**src/rtl/key_debounce_pulse_if.sv**
```systemverilog
// Key conditioner bundle: the raw key toward the block, the conditioned events back out.
interface key_debounce_pulse_if;
  logic i_key;
  logic o_level;
  logic o_press;
  logic o_release;
  logic o_long;

  modport master (output i_key, input  o_level, o_press, o_release, o_long);
  modport slave  (input  i_key, output o_level, o_press, o_release, o_long);
endinterface

```
**src/rtl/key_debounce_pulse.sv**
```systemverilog
// Debounces one raw push-button and emits a clean level plus press/release/long-press pulses.
module key_debounce_pulse #(
  parameter int DEBOUNCE_CYCLES = 500000,
  parameter int LONG_CYCLES     = 50000000,
  parameter bit KEY_ACTIVE_LOW  = 1'b1,
  parameter int CNT_W           = 27
) (
  input  logic                  i_clk,
  input  logic                  i_rst,
  key_debounce_pulse_if.slave   bus
);

  typedef enum logic [1:0] {IDLE, PRESS_WAIT, HELD, RELEASE_WAIT} state_t;

  localparam logic [CNT_W-1:0] DEB_MAX  = CNT_W'(DEBOUNCE_CYCLES - 1);
  localparam logic [CNT_W-1:0] LONG_MAX = CNT_W'(LONG_CYCLES - 1);

  state_t           state, state_nxt;
  logic             sync_q1, sync_q2, k, key_pressed;
  logic [CNT_W-1:0] deb_cnt, deb_nxt, hold_cnt, hold_nxt;
  logic             long_done, long_done_nxt;
  logic             level_nxt, press_nxt, release_nxt, long_nxt;
  logic             level_q, press_q, release_q, long_q;

  // Normalise polarity before the synchronizer so reset can load "released" as 0.
  assign key_pressed = KEY_ACTIVE_LOW ? ~bus.i_key : bus.i_key;
  assign k           = sync_q2;

  always_ff @(posedge i_clk or negedge i_rst) begin
    if (!i_rst) begin
      sync_q1 <= 1'b0;
      sync_q2 <= 1'b0;
    end else begin
      sync_q1 <= key_pressed;
      sync_q2 <= sync_q1;
    end
  end

  always_ff @(posedge i_clk or negedge i_rst) begin
    if (!i_rst) begin
      state     <= IDLE;
      deb_cnt   <= '0;
      hold_cnt  <= '0;
      long_done <= 1'b0;
      level_q   <= 1'b0;
      press_q   <= 1'b0;
      release_q <= 1'b0;
      long_q    <= 1'b0;
    end else begin
      state     <= state_nxt;
      deb_cnt   <= deb_nxt;
      hold_cnt  <= hold_nxt;
      long_done <= long_done_nxt;
      level_q   <= level_nxt;
      press_q   <= press_nxt;
      release_q <= release_nxt;
      long_q    <= long_nxt;
    end
  end

  always_comb begin
    state_nxt = state;
    case (state)
      IDLE:         if (k) state_nxt = PRESS_WAIT;
      PRESS_WAIT:   if (!k) state_nxt = IDLE;
                    else if (deb_cnt == DEB_MAX) state_nxt = HELD;
      HELD:         if (!k) state_nxt = RELEASE_WAIT;
      RELEASE_WAIT: if (k) state_nxt = HELD;
                    else if (deb_cnt == DEB_MAX) state_nxt = IDLE;
      default:      state_nxt = IDLE;
    endcase
  end

  always_comb begin
    press_nxt     = (state == PRESS_WAIT)   && (state_nxt == HELD);
    release_nxt   = (state == RELEASE_WAIT) && (state_nxt == IDLE);
    level_nxt     = (state_nxt == HELD) || (state_nxt == RELEASE_WAIT);
    hold_nxt      = hold_cnt;
    long_done_nxt = long_done;
    long_nxt      = 1'b0;

    // deb_cnt restarts on every state entry, so it can never run past DEB_MAX.
    if (state_nxt != state)
      deb_nxt = '0;
    else if (state == PRESS_WAIT || state == RELEASE_WAIT)
      deb_nxt = deb_cnt + 1'b1;
    else
      deb_nxt = '0;

    if (press_nxt) begin
      hold_nxt      = '0;
      long_done_nxt = 1'b0;
    end else if (state == HELD || state == RELEASE_WAIT) begin
      if (hold_cnt != LONG_MAX) hold_nxt = hold_cnt + 1'b1;
      if (hold_cnt == LONG_MAX && !long_done) begin
        long_nxt      = 1'b1;
        long_done_nxt = 1'b1;
      end
    end else begin
      hold_nxt = '0;
    end
  end

  assign bus.o_level   = level_q;
  assign bus.o_press   = press_q;
  assign bus.o_release = release_q;
  assign bus.o_long    = long_q;

endmodule
```
**src/flat_wrapper.sv**
```systemverilog
// flat-port wrapper written by rule: the top's interface ports become plain ports
module key_debounce_pulse_flat 
#(
  parameter int DEBOUNCE_CYCLES = 500000,
  parameter int LONG_CYCLES     = 50000000,
  parameter bit KEY_ACTIVE_LOW  = 1'b1,
  parameter int CNT_W           = 27
)
  (i_clk, i_rst, bus_i_key, bus_o_level, bus_o_press, bus_o_release, bus_o_long);
  key_debounce_pulse_if bus_i ();
  input  logic i_clk;
  input  logic i_rst;
  input wire logic [$bits(bus_i.i_key)-1:0] bus_i_key;
  output wire logic [$bits(bus_i.o_level)-1:0] bus_o_level;
  output wire logic [$bits(bus_i.o_press)-1:0] bus_o_press;
  output wire logic [$bits(bus_i.o_release)-1:0] bus_o_release;
  output wire logic [$bits(bus_i.o_long)-1:0] bus_o_long;
  assign bus_i.i_key = bus_i_key;
  assign bus_o_level = bus_i.o_level;
  assign bus_o_press = bus_i.o_press;
  assign bus_o_release = bus_i.o_release;
  assign bus_o_long = bus_i.o_long;
  key_debounce_pulse #(.DEBOUNCE_CYCLES(DEBOUNCE_CYCLES), .LONG_CYCLES(LONG_CYCLES), .KEY_ACTIVE_LOW(KEY_ACTIVE_LOW), .CNT_W(CNT_W)) u_core (.i_clk(i_clk), .i_rst(i_rst), .bus(bus_i));
endmodule
```
**config.mk**
```make
export PLATFORM = sky130hd
export DESIGN_NAME = key_debounce_pulse_flat
export DESIGN_NICKNAME = d
export VERILOG_FILES = /design/src/rtl/key_debounce_pulse_if.sv /design/src/rtl/key_debounce_pulse.sv /design/src/flat_wrapper.sv
export SDC_FILE = /design/constraint.sdc
export NUM_CORES = 1
export LEC_CHECK = 0
export CORE_UTILIZATION = 56
export CTS_BUF_LIST = sky130_fd_sc_hd__clkbuf_8
export DETAILED_ROUTE_END_ITERATION = 10
export PLACE_DENSITY = 0.73
export SYNTH_ARGS = -nofsm -noshare
export SYNTH_HDL_FRONTEND = slang
export SYNTH_SLANG_ARGS = --single-unit
```
**constraint.sdc**
```tcl
create_clock -name i_clk -period 2.26 [get_ports i_clk]
set_input_delay 0.452 -clock i_clk [delete_from_list [all_inputs] [get_ports i_clk]]
set_output_delay 0.452 -clock i_clk [all_outputs]
set_load 0.005 [all_outputs]
```
## Word level (Yosys, flattened, before mapping)

Cells that the tools add are included.

- Bits in registers: 63
- Output and inout bits: 4

- Reduce and logical (&&, ||, !) cells: 12
- Bitwise logic cells: 1
- Equality and inequality tests: 10
- Muxes and demuxes: 18
- Add/subtract/negate cells: 2

Operators with widths:

| cell | number |
|---|---|
| $mux 27 | 5 |
| $add 27x1->27 const B | 2 |
| $eq 27x19->1 const B | 1 |
| $eq 27x26->1 const B | 1 |
| $ne 27x26->1 const B | 1 |
| $mux 2 | 6 |
| $eq 2x2->1 const B | 4 |
| $pmux 2 s4 | 1 |
| $mux 1 | 6 |
| $logic_not 2->1 | 2 |
| $reduce_bool 2->1 | 2 |
| $logic_and 1x1->1 | 3 |
| $logic_or 1x1->1 | 3 |
| $ne 3x2->1 const B | 1 |
| $eq 2x1->1 const B | 1 |
| $ne 2x2->1 | 1 |
| $reduce_and 2->1 | 1 |
| $logic_not 1->1 | 1 |
| $not 1->1 | 1 |

## Logic depth before layout (Yosys ltp)

- Depth in word-level cells: 8
- Gate-level depth with buffers: 8
- Gate-level depth less buffers: 6

## Worst setup path before layout

No wires, ideal clock.

- Path kind: register -> register
- From: register u_core.deb_cnt[0]
- To: register u_core.deb_cnt[15]
- Data required time: 2.188 ns
- Stages on the path, launching flop included: 9
- Data arrival time: 1.713 ns
- Slack: 0.475 ns
- Path buffers: 2
- Cells stage by stage: dfrtp_1 > ha_1 > and3_1 > nand4_1 > nor2_1 > or3b_1 > buf_2 > buf_2 > nor2_1

- Word-level cells in the longest chain between the ends: 6
- Elaborated cells on any way between the ends: 10
- Classes of those cells: add/sub: 1; eq/ne: 2; mux: 7

RTL lines:

| element | line | text |
|---|---|---|
| start: declaration | key_debounce_pulse.sv:20 | `logic [CNT_W-1:0] deb_cnt, deb_nxt, hold_cnt, hold_nxt;` |
| start signal: assignment | key_debounce_pulse.sv:51 | `deb_cnt <= deb_nxt;` |
| parallel branches: the longest is 5 deep, another holds $add 27x1->27 | -- |  |
| $mux 27 (*) | key_debounce_pulse.sv:83 | `if (state_nxt != state)` |
| via u_core.deb_nxt[15] | key_debounce_pulse.sv:20 |  |

Mark *: on every way through the listed nets, which the timed path passes.
A chain may end at the register's enable or synchronous reset.

## Worst setup path in the final report

- From: register u_core.hold_cnt[0]
- To: register u_core.hold_cnt[22]

- Word-level cells in the longest chain between the ends: 4
- Elaborated cells on any way between the ends: 6
- Classes of those cells: add/sub: 1; eq/ne: 2; mux: 3

RTL lines:

| element | line | text |
|---|---|---|
| start: declaration | key_debounce_pulse.sv:20 |  |
| start signal: assignment | key_debounce_pulse.sv:52 | `hold_cnt <= hold_nxt;` |
| $add 27x1->27 | key_debounce_pulse.sv:94 | `if (hold_cnt != LONG_MAX) hold_nxt = hold_cnt + 1'b1;` |
| $mux 27 | key_debounce_pulse.sv:94 |  |
| $mux 27 | key_debounce_pulse.sv:93 | `end else if (state == HELD \|\| state == RELEASE_WAIT) begin` |
| $mux 27 | key_debounce_pulse.sv:90 | `if (press_nxt) begin` |

Parallel ways exist; a longest one is shown, timed or not. The select of a mux whose other input is x is not followed.

==> impl_metrics.env <==
export IMPL_grt_pass1_vias=2102
export IMPL_coreArea_sq_um=5473
export IMPL_yosysSeqAreaShare_pct=49.59
export IMPL_post_cts_resized=0
export IMPL_post_dp_cell_area_sq_um=3327
export IMPL_period_needed_ns=1.847
export IMPL_cts_root_buffer_cell="clkbuf_8"
export IMPL_synthMostInstantiatedCell="dfrtp_1"
export IMPL_comb_power_share_pct=1.9
export IMPL_tns_ns=0
export IMPL_diodes=0
export IMPL_finalSetupViolCount=0
export IMPL_async_flop_share_pct=100.0
export IMPL_final_max_slew_viol_count=0
export IMPL_yosys_area_top_type="dfrtp_1"
export IMPL_post_route_period_util_pct=81.75
export IMPL_final_area_sq_um=3557
export IMPL_relSlewSlack_pct=60.68
export IMPL_overflow=0
export IMPL_gp_congestion=0.8131
export IMPL_clockPowerShare_pct=48.5
export IMPL_tightest_slew_ns=0.5866
export IMPL_fin_worst_skew_ns=0.008304
export IMPL_synth_avg_cell_area_sq_um=10.26
export IMPL_port_buffers=6
export IMPL_start_util_pct=58.09
export IMPL_clk_pin_slew_ns=0.07
export IMPL_ys_ff_latch=63
export IMPL_syn_area_sq_um=3179
export IMPL_fp_dieW_um=77.35
export IMPL_switchingPower_mw=0.4907
export IMPL_p_seq_share_pct=49.6
export IMPL_pwr_density_cell_nw_per_um2=643.6
export IMPL_preCtsSetupSlack_ns=0.4095
export IMPL_holdCritPathClass="primary input to asynchronous set/reset pin"
export IMPL_grt_pass1_wl_um=10070
export IMPL_leakage_nw=1.519
export IMPL_hold_viol_final=0
export IMPL_synth_area_top_cells="dfrtp_1, xnor2_1, xor2_1"
export IMPL_status="completed"
export IMPL_crit_required_ns=2.52
export IMPL_ys_flop_type="dfrtp_1"
export IMPL_clock_latency_ns=0.34
export IMPL_cts_sinks=63
export IMPL_drive_gt1_share_pct=11.62
export IMPL_wl_per_cell_um=14.28
export IMPL_intPower_mw=1.799
export IMPL_grt_max_degree=64
export IMPL_die_h_um=77.35
export IMPL_place_hpwl_um=3787
export IMPL_synth_cells=310
export IMPL_ant_nets=0
export IMPL_track_usage_pct=21.75
export IMPL_tritoncts="done"
export IMPL_cts_path_max_buffers=2
export IMPL_grt_antenna_before_repair=0
export IMPL_critPathTopFamily="simple AND/OR/NAND/NOR gates"
export IMPL_path_class="flip-flop to flip-flop"
export IMPL_startpoint_type="flip-flop"
export IMPL_cts_buffers=9
export IMPL_cp_end_kind="flip-flop"
export IMPL_synthesis_nets=315
export IMPL_synth_edf_count=0
export IMPL_grt_setup_unrepaired="no"
export IMPL_yosysTopAreaCellShare_pct=49.59
export IMPL_fmax_ghz=0.5413
export IMPL_ys_types=46
export IMPL_area_growth_pct=11.89
export IMPL_post_cts_buffers=0
export IMPL_vias_per_cell=5.639
export IMPL_worst_path_buf_inv=1
export IMPL_rows=27
export IMPL_nets=327
export IMPL_fin_ws_ns=0.4125
export IMPL_via_count=2250
export IMPL_peakVddDrop_mv=0.5489
export IMPL_crit_chain="ha_1 > inv_1 > nor4_4 > o21ai_2 > or3_1 > a21boi_0"
export IMPL_switching_share_pct=21.43
export IMPL_whs_ns=0.1216
export IMPL_critPathMaxFanout=7
export IMPL_dr_pass1_iters=4
export IMPL_drc=0
export IMPL_cap_violations=0
export IMPL_drtIter0Drc=102
export IMPL_yosys_top_cells_count="dfrtp_1, nor2_1, nand3_1"
export IMPL_htree_levels=3
export IMPL_boundaryPins=7
export IMPL_die_area_sq_um=5982
export IMPL_synth_warnings=0
export IMPL_crit_slowest_cell="dfrtp_1"
export IMPL_drt_wl_total_um=5697
export IMPL_crit_arrival_ns=2.10
export IMPL_holdBufCountCts=0
export IMPL_critPathMaxStageDelay_ns=0.40
path summary, 6_finish.rpt:
path                               startpoint             endpoint  slack, ns  depth (start not counted)
min in group i_clk             u_core.sync_q1             u_core.k       0.37                          0
max in group asynchronous               i_rst   u_core.deb_cnt[23]       1.88                          2
min reg2reg                    u_core.sync_q1             u_core.k       0.37                          0
min                                     i_rst   u_core.deb_cnt[12]       0.12                          2
max                        u_core.hold_cnt[0]  u_core.hold_cnt[22]       0.41                          6
max reg2reg                u_core.hold_cnt[0]  u_core.hold_cnt[22]       0.41                          6
state kept, by name, summed over array words and instances (netlist names):
register	cells
u_core.bus.o_level	1
u_core.bus.o_long	1
u_core.bus.o_press	1
u_core.bus.o_release	1
u_core.deb_cnt	27
u_core.hold_cnt	27
u_core.k	1
u_core.long_done	1
u_core.state	2
u_core.sync_q1	1
through the flow:
step           power (mW)  cells  utilization (%)
2_1_floorplan       1.168    310                -
3_3_place_gp        1.201    383            60.79
3_5_place_dp        1.202    383            60.79
4_1_cts             2.320    399            65.00
5_1_grt             2.381    399            65.00
6_report            2.289    399            65.00
routing by layer:
layer  share of wire, %  global-route usage (%)  up-vias
met2                 43                   31.33       38
met4                1.4                   6.792        0
met5                  0                       0        -
met3                3.9                   7.176        9
met1                 51                   31.06     1091
li1                   -                       -     1112
kinds of logic after synthesis:
kind of cell | Yosys count | share of synthesized area [%]
buf+inv | 15 | 1.967
simple gates | 161 | 30.34
mux | 2 | 0.6297
fa+ha+maj | 2 | 0.7870
flops | 63 | 49.59
compound gates | 27 | 5.667
xor+xnor | 40 | 11.02
worst reg2reg max path, stage by stage (launching register included):
cell,delay (ns)
dfrtp_1,0.40
ha_1,0.22
inv_1,0.13
nor4_4,0.35
o21ai_2,0.17
or3_1,0.33
a21boi_0,0.18
layout make-up:
type | instances | area, sq um
inverters | 6 | 22.52
flip-flops and latches | 63 | 1577
repair buffers | 10 | 97.59
clock inverters | 6 | 92.59
well taps | 72 | 90.09
multi-input cells | 232 | 1540
clock buffers | 10 | 137.6
fillers | 456 | 1916
layout by cell type, fill, tap and decap left out, types with 2 or more instances in the layout:
master / n
o21a_1: 3
nand4_1: 15
buf_4: 3
nor4_1: 3
a21boi_0: 3
and2_1: 14
dfrtp_1: 63
and3_1: 5
mux2i_1: 2
nor4_4: 4
nor2_1: 42
clkdlybuf4s50_1: 5
bufinv_16: 2
o21ai_2: 2
nor3b_1: 2
xor2_1: 20
xnor2_1: 20
nor4b_1: 3
o21ai_0: 9
inv_1: 6
and4_1: 3
and3_2: 2
clkinvlp_4: 2
or3_1: 3
clkbuf_8: 10
nand4_4: 2
nand2_1: 19
a31oi_1: 3
o211ai_1: 2
nor3_1: 5
nand3_1: 25
ha_1: 2
nor2b_1: 3
power groups by stage:
| stage | combinational [mW] | sequential [mW] | clock (mW) |
|---|---|---|---|
| floorplan | 0.0124 | 1.16 | 0 |
| global placement | 0.0449 | 1.16 | 0 |
| detailed placement | 0.0454 | 1.16 | 0 |
| CTS | 0.0456 | 1.13 | 1.14 |
| global route | 0.0507 | 1.13 | 1.20 |
| finish | 0.0435 | 1.13 | 1.11 |
(Power assumes the default switching activity.)
